**config.mk**
```make
export PLATFORM = sky130hd
export DESIGN_NAME = addr_mode_fetcher
export DESIGN_NICKNAME = d
export VERILOG_FILES = /design/src/rtl/addr_mode_fetcher.sv
export SDC_FILE = /design/constraint.sdc
export NUM_CORES = 1
export LEC_CHECK = 0
export BUFFER_PORTS_ARGS = -buffer_cell sky130_fd_sc_hd__buf_4
export CORE_ASPECT_RATIO = 0.8
export CORE_MARGIN = 2
export CORE_UTILIZATION = 55
export CTS_CLUSTER_DIAMETER = 120
export DETAILED_ROUTE_END_ITERATION = 8
export PLACE_DENSITY = 0.77
export REMOVE_ABC_BUFFERS = 1
export SLEW_MARGIN = 10
export SYNTH_ARGS = -nofsm -noshare
export SYNTH_HDL_FRONTEND = slang
export SYNTH_SLANG_ARGS = --single-unit
```
**constraint.sdc**
```tcl
create_clock -name clk -period 5.9 [get_ports clk]
set_input_delay 0.59 -clock clk [delete_from_list [all_inputs] [get_ports clk]]
set_output_delay 0.59 -clock clk [all_outputs]
set_load 0.1 [all_outputs]
```
**src/rtl/addr_mode_fetcher.sv**
```systemverilog
// 6502 instruction fetcher: reads opcode and operands over a req/ack port,
// decodes the addressing mode and resolves the effective address.
module addr_mode_fetcher #(
    parameter logic [15:0] RESET_PC    = 16'h0600,
    parameter logic        ZP_WRAP     = 1'b1,
    parameter logic        JMP_IND_BUG = 1'b1
) (
    input  logic        clk,
    input  logic        reset_n,
    input  logic        start,
    input  logic [15:0] pc_in,
    input  logic [7:0]  x_in,
    input  logic [7:0]  y_in,
    output logic [15:0] mem_addr,
    output logic        mem_rd,
    input  logic [7:0]  mem_rdata,
    input  logic        mem_ack,
    output logic        busy,
    output logic        done,
    output logic [7:0]  opcode,
    output logic [7:0]  operand,
    output logic [3:0]  mode,
    output logic [15:0] ea,
    output logic        page_cross,
    output logic [15:0] pc_next
);

    typedef enum logic [2:0] {
        S_IDLE, S_OPC, S_OP1, S_OP2, S_PTR_LO, S_PTR_HI, S_DONE
    } state_t;

    localparam logic [3:0] M_IMPL  = 4'd0;
    localparam logic [3:0] M_IMM   = 4'd1;
    localparam logic [3:0] M_ZPG   = 4'd2;
    localparam logic [3:0] M_ZPG_X = 4'd3;
    localparam logic [3:0] M_ZPG_Y = 4'd4;
    localparam logic [3:0] M_ABS   = 4'd5;
    localparam logic [3:0] M_ABS_X = 4'd6;
    localparam logic [3:0] M_ABS_Y = 4'd7;
    localparam logic [3:0] M_X_IND = 4'd8;
    localparam logic [3:0] M_IND_Y = 4'd9;
    localparam logic [3:0] M_REL   = 4'd10;
    localparam logic [3:0] M_IND   = 4'd11;

    function automatic logic [3:0] decode_mode(input logic [7:0] op);
        logic [3:0] m;
        m = M_IMPL;
        if (op[1:0] == 2'b01) begin
            case (op[4:2])
                3'd0:    m = M_X_IND;
                3'd1:    m = M_ZPG;
                3'd2:    m = M_IMM;
                3'd3:    m = M_ABS;
                3'd4:    m = M_IND_Y;
                3'd5:    m = M_ZPG_X;
                3'd6:    m = M_ABS_Y;
                default: m = M_ABS_X;
            endcase
        end else if (op[1:0] != 2'b11) begin
            case (op[4:2])
                3'd0:    m = op[7] ? M_IMM : M_IMPL;
                3'd1:    m = M_ZPG;
                3'd3:    m = M_ABS;
                3'd4:    m = (op[4:0] == 5'b10000) ? M_REL : M_IMPL;
                3'd5:    m = M_ZPG_X;
                3'd7:    m = M_ABS_X;
                default: m = M_IMPL;
            endcase
        end
        // Irregular opcodes that the column/row pattern gets wrong
        case (op)
            8'h96, 8'hB6:        m = M_ZPG_Y;
            8'hBE:               m = M_ABS_Y;
            8'h20:               m = M_ABS;
            8'h6C:               m = M_IND;
            8'h00, 8'h40, 8'h60: m = M_IMPL;
            default:             ;
        endcase
        return m;
    endfunction

    function automatic logic [1:0] instr_len(input logic [3:0] m);
        case (m)
            M_IMPL:                        return 2'd1;
            M_ABS, M_ABS_X, M_ABS_Y, M_IND: return 2'd3;
            default:                       return 2'd2;
        endcase
    endfunction

    function automatic logic [15:0] ptr_hi_addr(input logic [3:0] m, input logic [15:0] p);
        if (m == M_IND)
            return JMP_IND_BUG ? {p[15:8], p[7:0] + 8'd1} : p + 16'd1;
        return ZP_WRAP ? {8'h00, p[7:0] + 8'd1} : p + 16'd1;
    endfunction

    function automatic logic [15:0] rel_target(input logic [15:0] base, input logic signed [7:0] off);
        logic signed [15:0] off_w;
        off_w = {{8{off[7]}}, off};
        return base + off_w;
    endfunction

    state_t      state;
    logic [15:0] pc_base;
    logic [7:0]  opc_r, op1_r, op2_r, lo_r, hi_r;
    logic [3:0]  mode_r;
    logic [15:0] ptr_r;

    logic        ack;
    logic [3:0]  dec_mode;
    logic [7:0]  xptr;
    logic [15:0] hi_addr;

    assign ack      = mem_ack & mem_rd;
    assign dec_mode = decode_mode(mem_rdata);
    assign xptr     = mem_rdata + x_in;
    assign hi_addr  = ptr_hi_addr(mode_r, ptr_r);

    logic [7:0]  idx;
    logic [8:0]  lo_sum;
    logic [15:0] pcn_calc, ea_calc;
    logic        pc_calc;

    always_comb begin
        idx      = (mode_r == M_ZPG_Y || mode_r == M_ABS_Y) ? y_in : x_in;
        lo_sum   = {1'b0, op1_r} + {1'b0, idx};
        pcn_calc = pc_base + {14'd0, instr_len(mode_r)};
        ea_calc  = 16'h0000;
        pc_calc  = 1'b0;
        case (mode_r)
            M_ZPG:            ea_calc = {8'h00, op1_r};
            M_ZPG_X, M_ZPG_Y: ea_calc = ZP_WRAP ? {8'h00, lo_sum[7:0]} : {7'h00, lo_sum};
            M_ABS:            ea_calc = {op2_r, op1_r};
            M_ABS_X, M_ABS_Y: begin
                ea_calc = {op2_r, op1_r} + {8'h00, idx};
                pc_calc = (ea_calc[15:8] != op2_r);
            end
            M_X_IND, M_IND:   ea_calc = {hi_r, lo_r};
            M_IND_Y: begin
                ea_calc = {hi_r, lo_r} + {8'h00, y_in};
                pc_calc = (ea_calc[15:8] != hi_r);
            end
            M_REL: begin
                ea_calc = rel_target(pcn_calc, op1_r);
                pc_calc = (ea_calc[15:8] != pcn_calc[15:8]);
            end
            default:          ;
        endcase
    end

    always_ff @(posedge clk) begin
        if (!reset_n) begin
            state      <= S_IDLE;
            mem_rd     <= 1'b0;
            mem_addr   <= 16'h0000;
            busy       <= 1'b0;
            done       <= 1'b0;
            opcode     <= 8'h00;
            operand    <= 8'h00;
            mode       <= 4'd0;
            ea         <= 16'h0000;
            page_cross <= 1'b0;
            pc_next    <= RESET_PC;
        end else begin
            done <= 1'b0;
            case (state)
                S_IDLE: if (start) begin
                    pc_base  <= pc_in;
                    mem_addr <= pc_in;
                    mem_rd   <= 1'b1;
                    busy     <= 1'b1;
                    state    <= S_OPC;
                end
                S_OPC: if (ack) begin
                    opc_r  <= mem_rdata;
                    mode_r <= dec_mode;
                    if (dec_mode == M_IMPL) begin
                        mem_rd <= 1'b0;
                        state  <= S_DONE;
                    end else begin
                        mem_addr <= pc_base + 16'd1;
                        state    <= S_OP1;
                    end
                end
                S_OP1: if (ack) begin
                    op1_r <= mem_rdata;
                    case (mode_r)
                        M_ABS, M_ABS_X, M_ABS_Y, M_IND: begin
                            mem_addr <= pc_base + 16'd2;
                            state    <= S_OP2;
                        end
                        M_X_IND: begin
                            ptr_r    <= {8'h00, xptr};
                            mem_addr <= {8'h00, xptr};
                            state    <= S_PTR_LO;
                        end
                        M_IND_Y: begin
                            ptr_r    <= {8'h00, mem_rdata};
                            mem_addr <= {8'h00, mem_rdata};
                            state    <= S_PTR_LO;
                        end
                        default: begin
                            mem_rd <= 1'b0;
                            state  <= S_DONE;
                        end
                    endcase
                end
                S_OP2: if (ack) begin
                    op2_r <= mem_rdata;
                    if (mode_r == M_IND) begin
                        ptr_r    <= {mem_rdata, op1_r};
                        mem_addr <= {mem_rdata, op1_r};
                        state    <= S_PTR_LO;
                    end else begin
                        mem_rd <= 1'b0;
                        state  <= S_DONE;
                    end
                end
                S_PTR_LO: if (ack) begin
                    lo_r     <= mem_rdata;
                    mem_addr <= hi_addr;
                    state    <= S_PTR_HI;
                end
                S_PTR_HI: if (ack) begin
                    hi_r   <= mem_rdata;
                    mem_rd <= 1'b0;
                    state  <= S_DONE;
                end
                S_DONE: begin
                    opcode     <= opc_r;
                    operand    <= op1_r;
                    mode       <= mode_r;
                    ea         <= ea_calc;
                    page_cross <= pc_calc;
                    pc_next    <= pcn_calc;
                    busy       <= 1'b0;
                    done       <= 1'b1;
                    state      <= S_IDLE;
                end
                default: state <= S_IDLE;
            endcase
        end
    end

endmodule

```
==> flow_metrics.py <==
metrics = {
    "setup_path": {
        "reg2reg_depth": 18,
        "path_class": "reg2reg",
        "path_buf_inv": 1,
        "critPathLaunchType": "flip-flop",
        "crit_top_cell": "nand2_1",
        "crit_fanout": 12,
        "rr_startpoint": "mode_r[3]$_DFFE_PP_",
        "r2r_slack_ns": 0.81,
        "worst_path_max_delay_cell": "edfxtp_1",
        "arrival_ns": 5.43,
        "path_delay_family": "compound AO/OA/AOI/OAI gates",
        "timing.rr.end": "ea[13]$_SDFFE_PN0P_",
        "crit_required_ns": 6.24,
        "max_stage_delay_ns": 0.55,
        "cp-end-kind": "flip-flop",
        "critical_path.cell_chain": "nor2b_1, nand2_1, o21ai_0, a21oi_1, nand2_1, ha_1, inv_1, fa_1, nor3_1, xor2_1, ha_1, nand2_1, nor4_1, a21oi_1, o311a_1, a222oi_1, o21ai_0, o211a_1",
    },
    "sta": {
        "rsz0062_at_grt": "no",
        "relSlewSlack_pct": 13.9,
        "fin_skew_ns": 0.00904,
        "max_freq_mhz": 196,
        "setup-tns-final_ns": 0,
        "hold_viol": 0,
        "final_max_slew_viol_count": 0,
        "tightest_slew_ns": 1.29,
        "period_minus_slack_ns": 5.09,
        "setup_viol": 0,
        "post-route-period-util_pct": 86.3,
    },
    "finish": {
        "nets": 1306,
        "fin_cells": 1450,
        "fillCellCount": 1499,
        "diodes": 0,
        "fin_area_um2": 11500,
        "area_growth_pct": 15.1,
        "drive_gt1_share_pct": 14.9,
    },
    "hold_path": {
        "hold_start": "pc_in[12]",
        "hold_end": "pc_base[12]$_DFFE_PP_",
        "hold_path_depth": 1,
        "hold_path.class": "in2reg",
    },
    "clocking": {
        "cts_tree": "yes",
        "clk_path_buf_depth": 2,
        "cts-resized-gates": 0,
        "post_cts.repair.setup_buffers": 0,
        "postCtsHoldBufs": 0,
        "cts-root-buf": "clkbuf_16",
        "clk_latency_ns": 0.44,
        "htree_num_levels": 4,
        "clock_sinks": 151,
        "cts.reportedPaths.clkPinSlew_ns": 0.07,
        "cts-buffers-inserted": 17,
    },
    "detailed_routing": {
        "drtIter0Drc": 1044,
        "vias_per_cell": 6.47,
        "wl_per_cell_um": 21.6,
        "vias": 9377,
        "wl_mm": 31.3,
        "drc": 0,
        "ant_nets": 0,
        "firstDrtPassIters": 5,
    },
    "synth": {
        "synth_area_leaders": "edfxtp_1 (23%), dfxtp_1 (15%), nand2_1 (6.3%)",
        "syn_inst": 1133,
        "yosysSeqAreaShare_pct": 38.0,
        "yosys_warnings": 0,
        "synth_area_per_cell_um2": 8.79,
        "synth-async-reset-ratio_pct": 0,
        "yosysTopAreaCell": "edfxtp_1",
        "synth-edff-count": 76,
        "synth-main-ff-cell": "edfxtp_1",
        "synthTopCellsByCount": "nand2_1 (168), nor2_1 (94), edfxtp_1 (76)",
        "synth_top_area_share_pct": 22.9,
        "synthesis.area_um2": 9960,
        "ys_ff_latch": 151,
        "yosysUniqueCellTypes": 76,
        "synth.most_common_cell": "nand2_1",
    },
    "floorplanning": {
        "fp.dieW_um": 154,
        "start_util_pct": 56.8,
        "fp.dieArea_um2": 19200,
        "rows": 43,
        "boundaryPins": 116,
        "die_h_um": 124,
        "core_um2": 17500,
    },
    "place": {
        "dpl-instance-area_um2": 10900,
        "dpl.cell_count": 1418,
        "io_buffer_count": 115,
        "place_congestion": 0.961,
        "place_hpwl_mm": 22.5,
    },
    "global_route": {
        "grt_overflow": 0,
        "antenna_found_initial": 0,
        "track_usage_pct": 32.0,
        "grt_max_degree": 77,
        "grt_pass1_wl_mm": 47.6,
        "grt_pass1_vias": 8485,
    },
    "pwr": {
        "leakage_uw": 0.00454,
        "power_uw": 2750,
        "powerDensity_nw_per_um2": 240,
        "ir_worst_vdd_uv": 190,
    },
    "outcome": {
        "status": "finished, final reports clean",
    },
    "flow_run": {
        "cap_violations": 0,
    },
}
==> metrics by stage <==
step / setup slack [ns] / hold WS, ns / util (%)
after CTS: 0.968 / 0.332 / 65.4
after detailed placement: 0.978 / 0.448 / 62.2
after global routing: 0.451 / 0.328 / 65.4
after global placement: 1.20 / 0.441 / 62.2
after floorplan: 1.18 / 0.496 / -
final: 0.810 / 0.338 / 65.4
==> state kept, by name, summed over array words and instances (netlist names), 4 cells and up <==
signal    count
hi_r          8
opcode        8
op1_r         8
lo_r          8
mode_r        4
opc_r         8
ea           16
op2_r         8
pc_next      16
ptr_r        16
operand       8
pc_base      16
mode          4
mem_addr     16
==> area by class of cell <==
cell class                 instances  area (µm²)  share of cell area, %
sequential                       151        3780                   33.0
clock inverter                    15         130                   1.13
inverter                          35         131                   1.15
multi-input combinational        883        5790                   50.5
tap                              225         282                   2.45
clock buffer                      17         425                   3.71
timing repair buffer             124         931                   8.12
==> layout by cell type, fill, tap and decap left out, types with 10 or more instances in the layout <==
cell       instances
nand2_1          167
buf_4            124
nor2_1            93
edfxtp_1          76
dfxtp_1           75
a21oi_1           68
xnor2_1           61
o21ai_0           48
ha_1              45
inv_1             33
xor2_1            29
nand3_1           25
a21boi_0          24
nor3_1            19
nor2b_1           19
clkbuf_16         17
and3_1            16
mux2i_1           16
a31oi_1           15
o211ai_1          15
a21o_1            13
a22oi_1           12
and2_1            11
o22ai_1           11
a222oi_1          10
==> report_power, final <==
| group | internal [µW] | switching (µW) | total (µW) | leakage (µW) |
|---|---|---|---|---|
| combinational | 183 | 364 | 547 | 0.00296 |
| clock | 555 | 498 | 1050 | 0.000275 |
| sequential | 1130 | 26.5 | 1150 | 0.00131 |
| total | 1870 | 888 | 2750 | 0.00454 |
==> per-layer routing <==
| metal | vias to the layer above | wire, µm | track usage [%] |
|---|---|---|---|
| met1 | 4462 | 13400 | 45.6 |
| li1 | 4298 | - | - |
| met4 | 0 | 1040 | 11.8 |
| met5 | - | 0 | 0 |
| met2 | 535 | 13600 | 48.5 |
| met3 | 82 | 3290 | 5.67 |
==> cells by family (layout without fill, tap and decap cells) <==
group | count (synthesis) | count (layout) | synth area share (%)
adders and majority gates | 50 | 50 | 6.66
xor gates and xnor gates | 91 | 91 | 8.15
muxes | 24 | 24 | 2.51
buffers and inverters | 99 | 191 | 4.08
DFF | 151 | 151 | 38.0
and+or+nand+nor | 407 | 407 | 18.9
AOI/OAI and AO/OA | 311 | 311 | 21.7
==> worst max-delay path by stage <==
stage                     startpoint                      end  slack, ns  depth (start not counted)
6_report         mode_r[3]$_DFFE_PP_      ea[13]$_SDFFE_PN0P_       0.81                         18
5_1_grt          mode_r[3]$_DFFE_PP_      ea[13]$_SDFFE_PN0P_       0.45                         18
4_1_cts          mode_r[3]$_DFFE_PP_  page_cross$_SDFFE_PN0P_       0.97                         19
3_5_place_dp     mode_r[3]$_DFFE_PP_  page_cross$_SDFFE_PN0P_       0.98                         19
3_3_place_gp     mode_r[3]$_DFFE_PP_      ea[13]$_SDFFE_PN0P_       1.20                         18
2_1_floorplan  state[2]$_SDFFE_PN0P_       ea[6]$_SDFFE_PN0P_       1.18                          5
Power figures use the tool's default switching activity.
